===== config.mk =====
export PLATFORM = sky130hd
export DESIGN_NAME = pal_timing_generator
export DESIGN_NICKNAME = d
export VERILOG_FILES = /design/src/rtl/pal_timing_generator.sv
export SDC_FILE = /design/constraint.sdc
export NUM_CORES = 1
export LEC_CHECK = 0
export CELL_PAD_IN_SITES_DETAIL_PLACEMENT = 0
export CELL_PAD_IN_SITES_GLOBAL_PLACEMENT = 2
export CORE_MARGIN = 2
export CORE_UTILIZATION = 32
export DETAILED_ROUTE_END_ITERATION = 12
export MAX_ROUTING_LAYER = met4
export PLACE_DENSITY_LB_ADDON = 0.1
export SLEW_MARGIN = 25
export SYNTH_ARGS = -nofsm -noshare
export SYNTH_HDL_FRONTEND = slang
export SYNTH_SLANG_ARGS = --single-unit

===== constraint.sdc =====
create_clock -name phaseClock -period 2.3 [get_ports phaseClock]
set_input_delay 0.23 -clock phaseClock [delete_from_list [all_inputs] [get_ports phaseClock]]
set_output_delay 0.23 -clock phaseClock [all_outputs]
set_load 0.02 [all_outputs]

===== src/rtl/pal_timing_generator.sv =====
// PAL raster timing source, clocked at 16x the colour subcarrier.
// Generates sync/blank/burst/burst-phase for the composite DAC stage and
// pixel/line coordinates plus an active-video strobe for the colour source.
// Every output is registered from the pre-edge counter values.
// Optional feature: define PAL_TIMING_INTERLACE_EN for a 625-line interlaced
// frame (two fields); otherwise the frame is 312 progressive lines.
module pal_timing_generator #(
  parameter int LINE_CLOCKS  = 4540,
  parameter int HSYNC_CLOCKS = 333,
  parameter int BURST_START  = 397,
  parameter int BURST_CLOCKS = 160,
  parameter int ACTIVE_START = 851,
  parameter int FRONT_PORCH  = 117,
  parameter int BROAD_CLOCKS = 1937,
  parameter int EQ_CLOCKS    = 167
) (
  input  logic        phaseClock,
  input  logic        resetN,
  output logic [3:0]  subcarrierPhase,
  output logic        sync,
  output logic        blank,
  output logic        burst,
  output logic        burstPhase,
  output logic        activeVideo,
  output logic [11:0] pixelX,
  output logic [9:0]  lineNumber,
  output logic        field,
  output logic        frameStart
);

`ifdef PAL_TIMING_INTERLACE_EN
  localparam int FRAME_LINES = 625;
  localparam int LAST_KK     = 624;
`else
  localparam int FRAME_LINES = 312;
  localparam int LAST_KK     = 623;
`endif

  localparam logic [12:0] H_LAST   = 13'(LINE_CLOCKS - 1);
  localparam logic [12:0] H_HALF   = 13'(LINE_CLOCKS / 2);
  localparam logic [12:0] H_SYNC   = 13'(HSYNC_CLOCKS);
  localparam logic [12:0] H_BST0   = 13'(BURST_START);
  localparam logic [12:0] H_BST1   = 13'(BURST_START + BURST_CLOCKS);
  localparam logic [12:0] H_ACT    = 13'(ACTIVE_START);
  localparam logic [12:0] H_FP     = 13'(LINE_CLOCKS - FRONT_PORCH);
  localparam logic [12:0] H_BROAD  = 13'(BROAD_CLOCKS);
  localparam logic [12:0] H_EQ     = 13'(EQ_CLOCKS);
  localparam logic [9:0]  L_LAST   = 10'(FRAME_LINES - 1);
  localparam logic [10:0] KK_EQ_T  = 11'(LAST_KK - 4);
  localparam logic [10:0] KK_VID_T = 11'(LAST_KK - 5);

  logic [12:0] h_count;
  logic [9:0]  line_count;
  logic [3:0]  phase_cnt;
  logic        bp_line;

  logic        half;
  logic [12:0] hh;
  logic [10:0] k;
  logic [10:0] kk;
  logic        fld;
  logic        is_broad;
  logic        is_eq;
  logic        sync_d;
  logic        blank_d;
  logic        burst_d;
  logic [11:0] px_d;

  // Raster counters: free-running phase, line position, per-line V-switch.
  always_ff @(posedge phaseClock or negedge resetN) begin
    if (!resetN) begin
      h_count    <= '0;
      line_count <= '0;
      phase_cnt  <= '0;
      bp_line    <= 1'b1;
    end else begin
      phase_cnt <= phase_cnt + 4'd1;
      if (h_count == H_LAST) begin
        h_count    <= '0;
        bp_line    <= ~bp_line;
        line_count <= (line_count == L_LAST) ? '0 : line_count + 10'd1;
      end else begin
        h_count <= h_count + 13'd1;
      end
    end
  end

  // Half-line classification and waveform decode of the current position.
  always_comb begin
    half = (h_count >= H_HALF);
    hh   = half ? (h_count - H_HALF) : h_count;
    k    = {line_count, half};
`ifdef PAL_TIMING_INTERLACE_EN
    fld  = (k >= 11'd625);
    kk   = fld ? (k - 11'd625) : k;
`else
    fld  = 1'b0;
    kk   = k;
`endif
    is_broad = (kk <= 11'd4);
    is_eq    = ((kk >= 11'd5) && (kk <= 11'd9)) || (kk >= KK_EQ_T);
    if (is_broad)
      sync_d = (hh < H_BROAD);
    else if (is_eq)
      sync_d = (hh < H_EQ);
    else
      sync_d = !half && (h_count < H_SYNC);
    blank_d = (kk < 11'd46) || (kk > KK_VID_T) ||
              (h_count < H_ACT) || (h_count >= H_FP);
    burst_d = !is_broad && !is_eq && !half &&
              (kk >= 11'd10) && (kk <= KK_VID_T) &&
              (h_count >= H_BST0) && (h_count < H_BST1);
    px_d    = blank_d ? 12'd0 : 12'(h_count - H_ACT);
  end

  // Output register stage, one clock behind the counters.
  always_ff @(posedge phaseClock or negedge resetN) begin
    if (!resetN) begin
      subcarrierPhase <= '0;
      sync            <= 1'b0;
      blank           <= 1'b1;
      burst           <= 1'b0;
      burstPhase      <= 1'b1;
      activeVideo     <= 1'b0;
      pixelX          <= '0;
      lineNumber      <= '0;
      field           <= 1'b0;
      frameStart      <= 1'b0;
    end else begin
      subcarrierPhase <= phase_cnt;
      sync            <= sync_d;
      blank           <= blank_d;
      burst           <= burst_d;
      burstPhase      <= bp_line;
      activeVideo     <= !blank_d;
      pixelX          <= px_d;
      lineNumber      <= line_count;
      field           <= fld;
      frameStart      <= (h_count == 13'd0) && (line_count == 10'd0);
    end
  end

endmodule


Yosys cells after proc, flatten, opt, wreduce, memory -nomap -nowiden
Cells that the tools add are included.
{"block": "totals", "register_bits": 60, "input_bits": 2, "output_inout_bits": 33, "elab_cells": 62}
{"block": "op_classes", "n_addsub": 5, "order_cmp": 16, "eq_ne": 2, "mux": 6, "bitwise_logic": 1, "reduce_logical": 19}
{"cell": "less-than comparator 13 x 10 -> 1 bit (second input constant)", "n": 2}
{"cell": "2-to-1 mux 13 bit", "n": 2}
{"cell": "adder 13 x 1 -> 13 bit (second input constant)", "n": 1}
{"cell": "== test 13 bit (second input constant)", "n": 1}
{"cell": "greater-or-equal comparator 13 x 12 -> 1 bit (second input constant)", "n": 1}
{"cell": "greater-or-equal comparator 13 bit (second input constant)", "n": 1}
{"cell": "greater-or-equal comparator 13 x 9 -> 1 bit (second input constant)", "n": 1}
{"cell": "zero test 13 bit", "n": 1}
{"cell": "less-than comparator 13 x 11 -> 1 bit (second input constant)", "n": 1}
{"cell": "less-than comparator 13 x 8 -> 1 bit (second input constant)", "n": 1}
{"cell": "less-than comparator 13 x 9 -> 1 bit (second input constant)", "n": 1}
{"cell": "subtractor 13 x 12 -> 13 bit (second input constant)", "n": 1}
{"cell": "2-to-1 mux 12 bit", "n": 1}
{"cell": "subtractor 12 x 10 -> 12 bit (second input constant)", "n": 1}
{"cell": "greater-or-equal comparator 11 x 10 -> 1 bit (second input constant)", "n": 1}
{"cell": "greater-or-equal comparator 11 x 3 -> 1 bit (second input constant)", "n": 1}
{"cell": "greater-or-equal comparator 11 x 4 -> 1 bit (second input constant)", "n": 1}
{"cell": "greater-than comparator 11 x 10 -> 1 bit (second input constant)", "n": 1}
{"cell": "less-or-equal comparator 11 x 10 -> 1 bit (second input constant)", "n": 1}
{"cell": "less-or-equal comparator 11 x 3 -> 1 bit (second input constant)", "n": 1}
{"cell": "less-or-equal comparator 11 x 4 -> 1 bit (second input constant)", "n": 1}
{"cell": "less-than comparator 11 x 6 -> 1 bit (second input constant)", "n": 1}
{"cell": "adder 10 x 1 -> 10 bit (second input constant)", "n": 1}
{"cell": "== test 10 x 9 -> 1 bit (second input constant)", "n": 1}
{"cell": "8 further kinds", "n": 23}

Depth between registers and ports, before layout
{"block": "logic_depth", "ltp_word": 11, "depth_mapped": 12, "mapped_depth_nobuf": 9}

Least setup slack after synthesis
No wires, ideal clock.
{"block": "synth_timing", "path_type": "reg2reg", "startpoint": "reg h_count[2]", "endpoint": "reg pixelX[7]", "setup_time_ps": 129, "arrival_ps": 2345, "required_time_ps": 2171, "path_slack_ps": -174, "path_stages_with_launch": 13, "path_buffers": 3, "period_less_slack_ps": 2474, "path_cell_list": "dfrtp_1 -> buf_2 -> clkbuf_1 -> inv_1 -> ha_1 -> a211o_1 -> a21oi_1 -> o21bai_1 -> a311oi_1 -> o21ai_1 -> nand2_1 -> buf_4 -> a21oi_1"}
{"block": "synth_between", "elab_chain_len": 6, "elab_cells_between_ends": 10, "cone_classes": "add/sub: 1; order compare: 5; mux: 1; reduce/logical: 3"}
{"item": "from (decl)", "line_no": "52", "source": "logic [12:0] h_count;"}
{"item": "from (signal assigned)", "line_no": "83", "source": "h_count <= h_count + 13'd1;"}
{"item": "greater-or-equal comparator 13 x 12 -> 1 bit", "line_no": "90", "source": "half = (h_count >= H_HALF);"}
{"item": "less-than comparator 11 x 6 -> 1 bit or greater-than comparator 11 x 10 -> 1 bit (tied branches)", "line_no": "108", "source": "blank_d = (kk < 11'd46) || (kk > KK_VID_T) ||"}
{"item": "logical OR 1 bit (2 in a row)", "line_no": "108"}
{"item": "logical OR 1 bit (*)", "line_no": "109", "source": "(h_count < H_ACT) || (h_count >= H_FP);"}
{"item": "via blank_d", "line_no": "65", "source": "logic blank_d;"}
{"item": "2-to-1 mux 12 bit (*)", "line_no": "113", "source": "px_d = blank_d ? 12'd0 : 12'(h_count - H_ACT);"}
{"item": "via px_d[7]", "line_no": "67", "source": "logic [11:0] px_d;"}
{"item": "to (signal assigned)", "line_no": "136", "source": "pixelX <= px_d;"}
{"item": "to (decl)", "line_no": "25", "source": "output logic [11:0] pixelX,"}
The timed path passes the listed nets; every way through them passes the cells marked *.
A chain may end at the register's enable or synchronous reset.

Worst setup path after layout
{"block": "layout_timing", "startpoint": "reg h_count[1]", "endpoint": "reg sync"}
{"block": "layout_between", "elab_chain_len": 6, "elab_cells_between_ends": 16, "cone_classes": "add/sub: 1; order compare: 8; mux: 3; reduce/logical: 4"}
{"item": "branches (longest 5 deep; another with subtractor 13 x 12 -> 13 bit)"}
{"item": "2-to-1 mux 1 bit (*)", "line_no": "102", "source": "if (is_broad)"}
{"item": "via sync_d", "line_no": "64", "source": "logic sync_d;"}
{"item": "to (signal assigned)", "line_no": "131", "source": "sync <= sync_d;"}
{"item": "to (decl)", "line_no": "20", "source": "output logic sync,"}
Mark *: on every way through the listed nets, which the timed path passes.

==> impl_results.md <==
* DRT Pass-1 Iters at 4
* Reg clk slew, reported paths at approximately 0.07 ns
* Pins Over Slew Limit at 0
* Total GRT Usage at 0.178
* Final setup margin at approximately 0.06 ns
* EDFF count, synth at 0
* Final net count at roughly 440
* Routed WL at approximately 9100 um
* First-pass GRT wire length at between 15000 and 20000 um
* Mapped Cells at between 300 and 400
* Clk_lat worst skew at ~0.33 ns
* Cell with the most instances after synthesis: dfrtp_1
* TritonCTS Buffers at 9
* Die X at around 110 um
* Top post-synthesis cells by area: dfrtp_1, ha_1, nor2_1
* Flop and latch count out of synthesis at 60
* CP Capture Type: register
* Pwr Density at 434 nW/um^2
* Final Setup Violations at 0
* Synth Flop Type: dfrtp_1
* TritonCTS clock tree: built
* Peak VDD IR at about 0.23 mV
* Critical path type: reg2reg
* Core Box Area at just over 10000 sq um
* Synth cell count leaders: dfrtp_1, nor2_1, nand2_1
* Number of fill cells at ~1000
* Port Buffers at 33
* Critical path startpoint category: register
* Total clock sinks at 60
* Largest net degree at the start of global routing at 39
* Max-capacitance violation count at 0
* Starting Density at 0.328
* Initial DRC Count at ~140
* Die Y-Extent at 107 um
* Gpl congestion at roughly 0.8
* Slew headroom at 0.613
* Worst min path class: reg2reg
* Minimum clock period after layout at 2.24 ns
* Number of remaining DRC errors at 0
* Clock Skew at between 0.009 and 0.01 ns
* Total number of vias at 2799
* R2R depth at 9
* Number of diodes at 0
* Fin cells at about 560
* Final worst path period share at 0.974
* RSZ-0062 raised after global routing: yes
* Mapped Nets at roughly 370
* CTS max path bufs at 2
* Syn-to-layout area delta at 31.9%
* Post-synth top area cell: dfrtp_1
* Die area at 11400 sq um
* IO Pins at 35
* Initial antenna violation count at 0
* HPWL Detailed at 6790 um
* Share of the synthesized area in the top cell type at 0.423
* P_leak at 2.00 nW
* FFs w/ async S/R, synth at 1.00
* Clock Tree Root: clkbuf_8
* Crit path max fanout at 5
* ANT nets after route at 0
* Hold path depth at 0
* Worst slack at placement at -0.103 ns
* Crit path DAT at 2.44 ns
* Synth Area per Inst at ~9.5 sq um
* Dpl cells at approximately 540
* CP required at 2.50 ns
* Synth cell types at 63
* # rows at 37
* Mapped Area at ~3400 sq um
* FMAX at around 450 MHz
* Total gr overflow at 0
* Layout cells sized above 1 at 0.237
* Post-DR wirelength/cell at 16.1 um
* H-tree level count at 3
* Worst Tran Pin Value at 0.580 ns
* Multi-input logic area at 1770 sq um
* Final Hold Vio Count at 0
* Synth warnings at 0
* Mean number of vias per cell at ~5.0
* Reg area at about 1500 sq um
* Outcome: finished, final reports clean
* Vias in the first global route at approximately 2800
* Register area share after synthesis at 0.446
-- worst max-delay path, stage by stage (launching register included) --
cell      delay [ns]
dfrtp_2         0.45
ha_4            0.16
a21oi_4         0.06
o211ai_4        0.23
nand2_2         0.08
buf_4           0.15
or3_1           0.35
xor2_1          0.15
a211oi_1        0.33
o311ai_2        0.14
-- state kept, by name, summed over array words and instances (netlist names) --
signal	count
line_count	10
bp_line	1
burst	1
burstPhase	1
sync	1
blank	1
frameStart	1
lineNumber	10
subcarrierPhase	4
activeVideo	1
pixelX	12
phase_cnt	4
h_count	13
-- timing repair --
action,CTS,global route
gates resized for setup,4,21
hold buffers,1,0
endpoints found under the setup margin,6,17
setup buffers,2,3
pin swaps,3,9
endpoints found under the hold margin,21,0
-- per-layer routing --
| layer | track usage | up-vias | part of all wire |
|---|---|---|---|
| li1 | - | 1389 | - |
| met1 | 0.255 | 1352 | 0.52 |
| met2 | 0.260 | 50 | 0.44 |
| met3 | 0.0310 | 8 | 0.031 |
| met4 | 0.0482 | 0 | 0.012 |
| met5 | - | - | 0 |
-- final timing paths --
kind	startpoint	end	slack, ns
setup / recovery	h_count[1]$_DFF_PN0_	sync$_DFF_PN0_	0.06
hold / removal	bp_line$_DFFE_PN1P_	burstPhase$_DFF_PN1_	0.37
setup reg to reg	h_count[1]$_DFF_PN0_	sync$_DFF_PN0_	0.06
hold reg to reg	bp_line$_DFFE_PN1P_	burstPhase$_DFF_PN1_	0.37
max in group asynchronous	resetN	bp_line$_DFFE_PN1P_	1.21
min in group asynchronous	resetN	activeVideo$_DFF_PN0_	0.43
-- final cells by class --
class                           count  share of cell area
Multi-Input combinational cell    252               0.397
Clock buffer                       11              0.0340
Timing Repair Buffer               86               0.173
Clock inverter                      4             0.00563
Inverter                           14              0.0118
Sequential cell                    60               0.340
Tap cell                          136              0.0383
-- where the power goes --
part           internal [mW]  switching (mW)
logic                0.00513          0.0221
clock network          0.440           0.410
registers               1.06               0
total                   1.50           0.432
-- cell families after synthesis --
kind of cell | share of synthesized area
fa+ha+maj | 0.0482
mux | 0.00594
simple gates | 0.217
other cells | 0.00111
buf+inv | 0.0635
compound gates | 0.148
flops | 0.446
xor+xnor | 0.0701
-- per-stage QoR --
step | total power, mW | cell area [sq um] | hold slack (ns) | utilization | TNS, ns
floorplan | 1.08 | 3380 | -0.0656 | - | 0
global placement | 1.10 | 4110 | 0.267 | 0.400 | -0.0104
detailed placement | 1.10 | 4110 | 0.263 | 0.400 | -0.210
CTS | 1.97 | 4330 | 0.377 | 0.421 | 0
global route | 2.02 | 4450 | 0.383 | 0.433 | -0.0228
finish | 1.93 | 4450 | 0.373 | 0.433 | 0
-- cells in the final DEF (no fill, tap or decap), types with 4 or more instances in the layout --
| master | Yosys | layout |
|---|---|---|
| dfrtp_1 | 57 | 53 |
| buf_4 | 3 | 47 |
| nor2_1 | 40 | 40 |
| clkdlybuf4s50_1 | 0 | 32 |
| nand2_1 | 20 | 20 |
| xnor2_1 | 17 | 17 |
| inv_1 | 14 | 13 |
| a21oi_1 | 15 | 13 |
| o21ai_0 | 12 | 12 |
| nand3_1 | 12 | 12 |
| ha_1 | 13 | 11 |
| clkbuf_8 | 0 | 11 |
| and3_1 | 10 | 10 |
| xor2_1 | 10 | 10 |
| nor3_1 | 10 | 8 |
| nand4_1 | 7 | 7 |
| nand2b_1 | 6 | 6 |
| a31oi_1 | 8 | 6 |
| and2_1 | 5 | 5 |
| nor4_1 | 5 | 5 |
| o31ai_1 | 4 | 4 |
| or3_1 | 4 | 4 |
| dfrtp_2 | 0 | 4 |
No activity file was read; power rests on OpenSTA's default activity.
